File: config.mk
export PLATFORM = sky130hd
export DESIGN_NAME = sine_period_meter
export DESIGN_NICKNAME = d
export VERILOG_FILES = /design/src/rtl/dds_pkg.sv /design/src/rtl/schmitt_cross_detect.sv /design/src/rtl/sine_period_meter.sv
export SDC_FILE = /design/constraint.sdc
export NUM_CORES = 1
export LEC_CHECK = 0
export CORE_MARGIN = 2
export CORE_UTILIZATION = 55
export CTS_BUF_LIST = sky130_fd_sc_hd__clkbuf_8
export DETAILED_ROUTE_END_ITERATION = 16
export GPL_TIMING_DRIVEN = 0
export PLACE_DENSITY = 0.85
export SYNTH_ARGS = -nofsm -noshare
export SYNTH_HDL_FRONTEND = slang
export SYNTH_SLANG_ARGS = --single-unit
File: constraint.sdc
create_clock -name sys_clk -period 11 [get_ports sys_clk]
set_clock_uncertainty 0.05 [all_clocks]
set_input_delay 2.2 -clock sys_clk [delete_from_list [all_inputs] [get_ports sys_clk]]
set_output_delay 2.2 -clock sys_clk [all_outputs]
set_load 0.01 [all_outputs]
File: src/rtl/dds_pkg.sv
// Shared constants and FSM encoding for the DDS sine generator and its period meter.
// Latency: n/a (package only).
// Backpressure: n/a (package only).
package dds_pkg;

    // Measurement FSM states of sine_period_meter.
    typedef enum logic [1:0] {
        ST_IDLE    = 2'd0,
        ST_SYNC    = 2'd1,
        ST_MEASURE = 2'd2,
        ST_DONE    = 2'd3
    } meas_state_e;

    // Mid-scale of a 16-bit offset-binary sample and the default hysteresis half-width.
    localparam logic [15:0] DEF_MID  = 16'd32768;
    localparam logic [15:0] DEF_HYST = 16'd256;

    // Counter width shared with the DDS frequency constants.
    localparam int DEF_CNT_W = 24;

endpackage

File: src/rtl/schmitt_cross_detect.sv
// Schmitt comparator on an unsigned sample: one-cycle rise pulse on each LOW->HIGH crossing.
// Latency: 1 cycle from s_i to rise_o/high_o.
// Backpressure: none; consumes one sample per clock.
// Ports: clk_i/rst_ni clock and async active-low reset; s_i registered sample;
//        mid_i/hyst_i threshold centre and half-width; rise_o crossing pulse; high_o comparator state.
module schmitt_cross_detect #(
    parameter int unsigned DATA_W = 16
) (
    input  logic              clk_i,
    input  logic              rst_ni,
    input  logic [DATA_W-1:0] s_i,
    input  logic [DATA_W-1:0] mid_i,
    input  logic [DATA_W-1:0] hyst_i,
    output logic              rise_o,
    output logic              high_o
);

    logic [DATA_W:0]   th_hi_sum;
    logic [DATA_W:0]   th_lo_diff;
    logic [DATA_W-1:0] th_hi;
    logic [DATA_W-1:0] th_lo;
    logic              high_q, high_d;
    logic              rise_q, rise_d;

    // One extra bit catches overflow/borrow so thresholds clamp to full scale / zero.
    assign th_hi_sum  = {1'b0, mid_i} + {1'b0, hyst_i};
    assign th_lo_diff = {1'b0, mid_i} - {1'b0, hyst_i};
    assign th_hi      = th_hi_sum[DATA_W]  ? '1 : th_hi_sum[DATA_W-1:0];
    assign th_lo      = th_lo_diff[DATA_W] ? '0 : th_lo_diff[DATA_W-1:0];

    always_comb begin
        high_d = high_q;
        rise_d = 1'b0;
        if (!high_q && (s_i >= th_hi)) begin
            high_d = 1'b1;
            rise_d = 1'b1;
        end else if (high_q && (s_i <= th_lo)) begin
            high_d = 1'b0;
        end
    end

    always_ff @(posedge clk_i or negedge rst_ni) begin
        if (!rst_ni) begin
            high_q <= 1'b0;
            rise_q <= 1'b0;
        end else begin
            high_q <= high_d;
            rise_q <= rise_d;
        end
    end

    assign rise_o = rise_q;
    assign high_o = high_q;

endmodule

File: src/rtl/sine_period_meter.sv
// Measures the sine period (sys_clk cycles, averaged over 2^AVG_LOG2 periods) and peak-to-peak amplitude.
// Latency: meas_valid 3 cycles after the sample completing the final crossing of a window.
// Backpressure: none; one sample per clock, results are single-cycle strobes.
// Ports: sys_clk/sys_rst_n clock and async active-low reset; sine_in offset-binary samples;
//        meas_en run/idle level; period_out/vpp_out results; meas_valid result strobe; no_signal timeout flag.
module sine_period_meter
    import dds_pkg::*;
#(
    parameter int unsigned       DATA_W   = 16,
    parameter logic [DATA_W-1:0] MID      = DATA_W'(DEF_MID),
    parameter logic [DATA_W-1:0] HYST     = DATA_W'(DEF_HYST),
    parameter int unsigned       CNT_W    = DEF_CNT_W,
    parameter int unsigned       AVG_LOG2 = 2,
    parameter int unsigned       TIMEOUT  = 65535
) (
    input  logic              sys_clk,
    input  logic              sys_rst_n,
    input  logic [DATA_W-1:0] sine_in,
    input  logic              meas_en,
    output logic [CNT_W-1:0]  period_out,
    output logic [DATA_W-1:0] vpp_out,
    output logic              meas_valid,
    output logic              no_signal
);

    localparam int unsigned SUM_W  = CNT_W + AVG_LOG2;
    localparam int unsigned NPER_W = AVG_LOG2 + 1;
    localparam logic [CNT_W-1:0]  TIMEOUT_C = CNT_W'(TIMEOUT);
    localparam logic [NPER_W-1:0] NPER_C    = NPER_W'(2 ** AVG_LOG2);

    meas_state_e       state_q, state_d;
    logic [DATA_W-1:0] s_q;
    logic [CNT_W-1:0]  cnt_q, cnt_d;
    logic [SUM_W-1:0]  sum_q, sum_d;
    logic [NPER_W-1:0] nper_q, nper_d;
    logic [DATA_W-1:0] min_q, min_d;
    logic [DATA_W-1:0] max_q, max_d;
    logic [CNT_W-1:0]  period_q, period_d;
    logic [DATA_W-1:0] vpp_q, vpp_d;
    logic              nosig_q, nosig_d;

    logic              rise_pulse;
    logic              schmitt_high;
    logic              rise;
    logic [CNT_W-1:0]  cnt_inc;
    logic [SUM_W-1:0]  sum_add;
    logic [SUM_W-1:0]  avg;
    logic [NPER_W-1:0] nper_inc;
    logic [DATA_W-1:0] min_cur;
    logic [DATA_W-1:0] max_cur;

    schmitt_cross_detect #(
        .DATA_W (DATA_W)
    ) u_schmitt (
        .clk_i  (sys_clk),
        .rst_ni (sys_rst_n),
        .s_i    (s_q),
        .mid_i  (MID),
        .hyst_i (HYST),
        .rise_o (rise_pulse),
        .high_o (schmitt_high)
    );

    // A rise pulse always coincides with the HIGH state; qualifying keeps both outputs meaningful.
    assign rise = rise_pulse & schmitt_high;

    // cnt sticks at TIMEOUT rather than wrapping, so a long gap can never alias to a short period.
    assign cnt_inc  = (cnt_q == TIMEOUT_C) ? cnt_q : cnt_q + CNT_W'(1);
    assign sum_add  = sum_q + SUM_W'(cnt_q);
    assign avg      = sum_add >> AVG_LOG2;
    assign nper_inc = nper_q + NPER_W'(1);
    assign min_cur  = (s_q < min_q) ? s_q : min_q;
    assign max_cur  = (s_q > max_q) ? s_q : max_q;

    always_comb begin
        state_d  = state_q;
        cnt_d    = cnt_q;
        sum_d    = sum_q;
        nper_d   = nper_q;
        min_d    = min_q;
        max_d    = max_q;
        period_d = period_q;
        vpp_d    = vpp_q;
        nosig_d  = nosig_q;

        case (state_q)
            ST_IDLE: begin
                cnt_d = '0;
                if (meas_en) begin
                    state_d = ST_SYNC;
                end
            end

            ST_SYNC: begin
                // The rise check comes first so a crossing on the timeout cycle still locks.
                if (rise) begin
                    cnt_d   = CNT_W'(1);
                    sum_d   = '0;
                    nper_d  = '0;
                    min_d   = s_q;
                    max_d   = s_q;
                    state_d = ST_MEASURE;
                end else if (cnt_q == TIMEOUT_C) begin
                    nosig_d = 1'b1;
                    cnt_d   = '0;
                end else begin
                    cnt_d = cnt_inc;
                end
            end

            ST_MEASURE: begin
                min_d = min_cur;
                max_d = max_cur;
                if (rise) begin
                    sum_d  = sum_add;
                    cnt_d  = CNT_W'(1);
                    nper_d = nper_inc;
                    // Results are loaded on entry to DONE so they are valid during the strobe.
                    if (nper_inc == NPER_C) begin
                        period_d = avg[CNT_W-1:0];
                        vpp_d    = max_cur - min_cur;
                        nosig_d  = 1'b0;
                        state_d  = ST_DONE;
                    end
                end else if (cnt_q == TIMEOUT_C) begin
                    nosig_d = 1'b1;
                    cnt_d   = '0;
                    state_d = ST_SYNC;
                end else begin
                    cnt_d = cnt_inc;
                end
            end

            ST_DONE: begin
                // cnt keeps running through DONE so the first period of the next window is intact.
                cnt_d   = cnt_inc;
                sum_d   = '0;
                nper_d  = '0;
                min_d   = s_q;
                max_d   = s_q;
                state_d = ST_MEASURE;
            end

            default: begin
                state_d = ST_IDLE;
            end
        endcase

        // Disabling discards the window in flight, including one that would complete this cycle.
        if (!meas_en) begin
            state_d  = ST_IDLE;
            period_d = period_q;
            vpp_d    = vpp_q;
            nosig_d  = nosig_q;
        end
    end

    always_ff @(posedge sys_clk or negedge sys_rst_n) begin
        if (!sys_rst_n) begin
            state_q  <= ST_IDLE;
            s_q      <= '0;
            cnt_q    <= '0;
            sum_q    <= '0;
            nper_q   <= '0;
            min_q    <= '0;
            max_q    <= '0;
            period_q <= '0;
            vpp_q    <= '0;
            nosig_q  <= 1'b0;
        end else begin
            state_q  <= state_d;
            s_q      <= sine_in;
            cnt_q    <= cnt_d;
            sum_q    <= sum_d;
            nper_q   <= nper_d;
            min_q    <= min_d;
            max_q    <= max_d;
            period_q <= period_d;
            vpp_q    <= vpp_d;
            nosig_q  <= nosig_d;
        end
    end

    assign period_out = period_q;
    assign vpp_out    = vpp_q;
    assign meas_valid = (state_q == ST_DONE);
    assign no_signal  = nosig_q;

endmodule

==> metrics.yaml, run 1 <==
num_rows: 47
netlist_instances: 1028
setup_viol: 0
cp_data_arrival_time_ps: 7530
cts_buffers: 17
sequentialPowerShare_pct: 25.7
outcome: "finished, final reports clean"
synth-seq-cells: 146
wl_per_cell_um: 17.7
yosys_warnings: 0
place_ws_ps: 3860
async_flop_share_pct: 100
layout_setup_ws_ps: 3750
final_cell_mix: "146 x dfrtp_1, 140 x nand2_1, 87 x o21ai_0, 76 x a21oi_1, 73 x ha_1"
hold_path_class: "reg2reg"
grt_pass1_wl_um: 39700
grt_setup_unrepaired: "false"
synth.avg_cell_area_sq_um: 9.04
period_share_pct: 65.9
initial_core_util_pct: 56.1
dp_hpwl_um: 17200
cts.sinks: 146
grt_max_degree: 81
crit_path_end_kind: "flip-flop"
clockRootBuffer: "clkbuf_8"
drc_errors: 0
fin_crit_ps: 7250
vias_per_cell: 6.03
overflow: 0
synth_edf_count: 0
wl_um: 23700
p_per_area_nw_per_um2: 237
peakVddDrop_mv: 0.149
max-cap-violations: 0
synth_flop_cell: "dfrtp_1"
cp_max_fo: 10
ys_seq_area_share_pct: 39.3
drtAntennaViolNets: 0
post_cts_buffers: 0
fmax_ghz: 0.138
synth.net_count: 1122
synth_area_sq_um: 9300
die_x_um: 134
dp_cells: 1309
clk_path_buf_depth: 2
crit_type: "reg2reg"
ctsResizeCount: 0
p_comb_share_pct: 56.3
stdcell_count: 1340
diodes: 0
dr.first_iter.drc_count: 736
drt-pass1-iter-count: 6
num_io_pins: 61
slew_viol_final: 0
htree_levels: 4
layout-drive-gt1-share_pct: 6.16
cts_tree: "built"
tns_ps: 0
start_kind: "flip-flop"
final_common_cell: "dfrtp_1"
die_area_sq_um: 18000
p_leak_nw: 4.88
relSlewSlack_pct: 53.9
power.switching_w: 0.00116
netlist.area_leader.share_pct: 39.3
die_height_um: 134
clkTransAtPathRegs_ps: 90
pwr-share-clk_pct: 17.9
final_nets: 1202
worstPathRequired_ps: 11280
core_area_sq_um: 16600
insertion_delay_ps: 460
synth_cell_types: 79
finalHoldViolations: 0
synth.area.top_cells: "dfrtp_1 39%, ha_1 9.8%, nand2_1 5.7%"
switching_share_pct: 46.1
gp_congestion: 0.945
tightest_slew_ps: 687
p_int_w: 0.00136
synth_largest_area_cell: "dfrtp_1"
num_vias: 8084
nFillCells: 1411
syn_to_final_growth_pct: 14.2
p_total_w: 0.00252
hold_buffers: 0
grt_pass1_vias: 7966
grt_usage_pct: 27.6
antenna_found_initial: 0
port_buffers: 60
synthesized netlist by cell type, drive strengths merged (7+ instances only):
cell / count
xnor2: 31
or3: 9
mux2: 11
clkbuf: 38
buf: 9
inv: 52
nand2: 140
and3: 10
a31oi: 7
a22o: 24
a21oi: 77
ha: 73
nor3: 16
nand3: 19
o21ai: 92
a21o: 21
nand2b: 14
nand4: 14
xor2: 25
a211o: 7
nor2b: 9
dfrtp: 146
a211oi: 13
o21bai: 8
nor2: 71
power by group through the flow:
stage | registers, W | clock network [W] | logic (W)
6_report | 0.000648 | 0.000451 | 0.00142
5_1_grt | 0.000655 | 0.000481 | 0.00155
4_1_cts | 0.000647 | 0.000456 | 0.00139
3_5_place_dp | 0.000657 | 0 | 0.00138
3_3_place_gp | 0.000655 | 0 | 0.00135
2_1_floorplan | 0.000646 | 0 | 0.00103
per-stage QoR:
| step | util [%] | hold WS (ps) | cell area [sq um] |
|---|---|---|---|
| after global placement | 61.3 | 405 | 10200 |
| final | 64.0 | 426 | 10600 |
| after floorplan | - | 388 | 9300 |
| after global routing | 64.0 | 464 | 10600 |
| after detailed placement | 61.5 | 412 | 10200 |
| after CTS | 64.0 | 432 | 10600 |
critical path, cell delays in order (launching register included):
cell      delay (ps)
dfrtp_1          320
clkbuf_1         340
inv_1            200
ha_1             330
a21oi_1          150
o21a_1           170
o31ai_2           90
a211oi_1         410
buf_4            270
clkbuf_1         400
clkbuf_1         490
clkbuf_1         490
a21oi_1          230
fa_1             480
a21o_1           180
a21oi_1          250
nor2b_1          120
nor2_1           220
a32oi_1          140
o32ai_1          510
nor2_1           180
a211oi_2         290
nand3_1          110
maj3_1           380
xnor2_1          230
o21ai_1           90
worst paths after layout:
| check | start | end | slack (ps) | cells after the start |
|---|---|---|---|---|
| worst max-delay path | min_q[5] | vpp_out[8] | 3750 | 25 |
| worst min-delay path | period_out[7] | period_out[7] | 430 | 2 |
| worst max register to register | min_q[5] | vpp_out[8] | 3750 | 25 |
| worst min register to register | period_out[7] | period_out[7] | 430 | 2 |
| max in group asynchronous | sys_rst_n | max_q[6] | 8420 | 2 |
| min in group asynchronous | sys_rst_n | sum_q[6] | 1660 | 1 |
per-layer routing:
layer / track usage [%] / wire length, um / vias up
met4: 9.77 / 558 / 0
li1: - / - / 3848
met2: 46.1 / 11400 / 276
met3: 5.59 / 1410 / 50
met5: 0 / 0 / -
met1: 36.1 / 10300 / 3910
logic make-up (layout without fill, tap and decap cells):
kind of cell,count (synthesis),in the layout,share of synthesized area [%]
adder cells (fa/ha/maj),77,77,10.5
flip-flops,146,146,39.3
XOR/XNOR,56,56,5.28
buffers and inverters,99,191,4.14
multiplexers,15,15,1.76
AO/OA/AOI/OAI,305,305,22.0
AND/OR/NAND/NOR,330,330,17.0
area by class of cell:
| type | count | area [sq um] | area share [%] |
|---|---|---|---|
| clock inverter | 12 | 156 | 1.47 |
| timing repair buffer | 61 | 629 | 5.93 |
| clock buffer | 19 | 262 | 2.46 |
| inverter | 52 | 195 | 1.84 |
| sequential | 146 | 3650 | 34.4 |
| tap | 220 | 275 | 2.59 |
| buffer | 47 | 190 | 1.79 |
| multi-input combinational | 783 | 5260 | 49.5 |
sequential cells by signal, summed over array words and instances, names as in the netlist, named ones only:
register          count
sum_q                26
cnt_q                24
period_out           24
min_q                16
s_q                  16
vpp_out              16
max_q                15
nper_q                3
state_q               2
no_signal             1
u_schmitt.high_o      1
u_schmitt.rise_o      1
Note: power is estimated with default switching activity, not from simulation.
==> run 2, diff against run 1 <==
--- a/config.mk
+++ b/config.mk
@@ -10,7 +10,7 @@
 export CTS_BUF_LIST = sky130_fd_sc_hd__clkbuf_8
 export DETAILED_ROUTE_END_ITERATION = 16
 export GPL_TIMING_DRIVEN = 0
-export PLACE_DENSITY = 0.85
+export PLACE_DENSITY = 0.88
 export SYNTH_ARGS = -nofsm -noshare
 export SYNTH_HDL_FRONTEND = slang
 export SYNTH_SLANG_ARGS = --single-unit
==> constraint.sdc (replaced) <==
create_clock -name sys_clk -period 5.9 [get_ports sys_clk]
set_clock_uncertainty 0.05 [all_clocks]
set_input_delay 1.18 -clock sys_clk [delete_from_list [all_inputs] [get_ports sys_clk]]
set_output_delay 1.18 -clock sys_clk [all_outputs]
set_load 0.01 [all_outputs]
==> run 2 against run 1 <==
Against the previous run: final area up 2.7%; clock power up 88%; via count up 4.1%; register-to-register slack worse by 3500 ps; maximum frequency up 27%; die area unchanged; first-iteration DRC count up 6.0%; sequential power up 88%.
==> metrics.yaml, run 2 (synthesized netlist as in run 1, its figures left out) <==
crit_path_start: "s_q[2]"
dr.first_iter.drc_count: 780  # +6.0%
p_per_area_nw_per_um2: 455  # +92%
fmax_ghz: 0.176  # +27%
setup_viol: 0  # unchanged
worstHoldStart: "period_out[1]"
r2r-start: "s_q[2]"
finalHoldViolations: 0  # unchanged
worstPathRequired_ps: 6210  # -5070 ps
gp_congestion: 0.992  # +5.0%
hold_path_class: "reg2reg"
largest-register: "sum_q"
p_int_w: 0.00266  # +96%
switching_share_pct: 46.3  # +0.23 points
grt_pass1_vias: 8160  # +2.4%
cp_max_fo: 10  # unchanged
layout-drive-gt1-share_pct: 10.3  # +4.2 points
p_leak_nw: 4.98  # +2.1%
grt_usage_pct: 28.0  # +0.40 points
clk_path_buf_depth: 2  # unchanged
grt_pass1_wl_um: 40300  # +1.6%
die_height_um: 134  # unchanged
start_kind: "flip-flop"
crit_type: "reg2reg"
diodes: 0  # unchanged
initial_core_util_pct: 56.1  # unchanged
stdcell_count: 1351  # +0.82%
num_rows: 47  # unchanged
hold_buffers: 0  # unchanged
dp_cells: 1309  # unchanged
drc_errors: 0  # unchanged
cts_tree: "built"
final_common_cell: "nand2_1"
port_buffers: 60  # unchanged
period_share_pct: 96.5  # +31 points
relSlewSlack_pct: 43.5  # -10 points
overflow: 0  # unchanged
num_vias: 8417  # +4.1%
crit_path_end_kind: "flip-flop"
p_comb_share_pct: 58.4  # +2.1 points
die_x_um: 134  # unchanged
fin_crit_ps: 5690  # -1550 ps
sequentialPowerShare_pct: 24.5  # -1.2 points
outcome: "finished, final reports clean"
wl_per_cell_um: 18.0  # +2.1%
drt-pass1-iter-count: 5  # -1
wl_um: 24400  # +2.9%
peakVddDrop_mv: 0.285  # +91%
slew_viol_final: 0  # unchanged
core_area_sq_um: 16600  # unchanged
clockRootBuffer: "clkbuf_8"
p_total_w: 0.00496  # +97%
grt_max_degree: 89  # +9.9%
pwr-share-clk_pct: 17.1  # -0.8 points
syn_to_final_growth_pct: 17.3
die_area_sq_um: 18000  # unchanged
final_cell_mix: "139 x nand2_1, 137 x dfrtp_1, 85 x o21ai_0, 71 x a21oi_1, 70 x ha_1"
vias_per_cell: 6.23  # +3.3%
final_nets: 1212  # +0.83%
dp_hpwl_um: 17300  # +0.31%
power.switching_w: 0.00230  # +98%
htree_levels: 4  # unchanged
largest_reg_flops: 26  # unchanged
insertion_delay_ps: 480  # +20 ps
clkTransAtPathRegs_ps: 80  # about the same
tightest_slew_ps: 842  # +155 ps
drtAntennaViolNets: 0  # unchanged
max-cap-violations: 0  # unchanged
cp_data_arrival_time_ps: 6010  # -1520 ps
cts.sinks: 146  # unchanged
antenna_found_initial: 1  # +1
cts_buffers: 17  # unchanged
num_io_pins: 61  # unchanged
run 2: cell types whose count changed in the layout (fill, tap and decap cells not counted), moves of 3 or more:
cell / previous run / this run
dfrtp_1: 146 / 137
buf_4: 1 / 13
ha_1: 73 / 70
a21oi_1: 76 / 71
dfrtp_2: 0 / 9
buf_6: 2 / 5
clkbuf_1: 38 / 30
a21oi_2: 1 / 6
run 2: area by class of cell:
class	instances	area, sq um
plain buffers	45	231
fillers	1283	5680
inverters	52	195
clock inverters	13	160
clock buffers	19	262
repair buffers	73	719
well taps	220	275
multi-input cells	783	5400
flip-flops and latches	146	3660
run 2: worst paths after layout:
path	endpoint	cells past startpoint	slack, ps
max reg2reg	vpp_out[15]	23	210
min in group asynchronous	period_out[8]	1	610
max in group asynchronous	s_q[5]	2	4330
max	vpp_out[15]	23	210
min reg2reg	period_out[1]	2	430
min	period_out[1]	2	430
run 2: power by group through the flow:
stage	Clock [W]	Sequential (W)	Combinational, W
floorplan	0	0.00120	0.00192
global placement	0	0.00122	0.00250
detailed placement	0	0.00122	0.00258
CTS	0.000851	0.00122	0.00267
global route	0.000894	0.00123	0.00313
finish	0.000847	0.00122	0.00290
run 2: metrics by stage:
stage / setup WS (ps) / hold WS [ps] / instance area [sq um] / setup TNS [ps] / util [%]
global placement: -2200 / 406 / 10200 / -327580 / 61.3
CTS: 7.33 / 428 / 10700 / 0 / 64.5
global route: -22.8 / 453 / 10900 / -35.0 / 65.8
finish: 205 / 426 / 10900 / 0 / 65.8
floorplan: 114 / 388 / 9300 / 0 / -
detailed placement: -1200 / 411 / 10200 / -9450 / 61.5
run 2: layer usage:
| layer | vias up | track usage [%] | part of all wire [%] | routed length (um) |
|---|---|---|---|---|
| met5 | - | 0 | 0.078 | 19 |
| li1 | 3876 | - | - | - |
| met4 | 2 | 14.1 | 4.2 | 1030 |
| met1 | 4036 | 36.8 | 42 | 10100 |
| met2 | 408 | 45.3 | 47 | 11500 |
| met3 | 95 | 4.54 | 7.0 | 1710 |
run 2: worst max-delay path, cell delays in order, from the launching register on:
cell	delay [ps]
dfrtp_2	460
ha_1	360
a211o_1	340
a31oi_4	190
o31ai_4	90
a211oi_2	270
buf_6	190
buf_6	170
clkbuf_8	200
buf_6	170
a21oi_2	90
ha_1	270
nor2b_1	120
o21ai_1	160
a21o_1	210
a21oi_1	80
mux2_2	300
a211oi_4	270
a311oi_1	160
or4b_4	600
a211oi_4	270
maj3_4	250
nand3_1	70
o211a_1	220
run 2: timing repair:
action                                  4_1_cts  5_1_grt
setup buffers                                 1       11
pin swaps                                     2        8
hold endpoints to repair                      0        0
resized for setup                            23       36
endpoints found under the setup margin       10        8
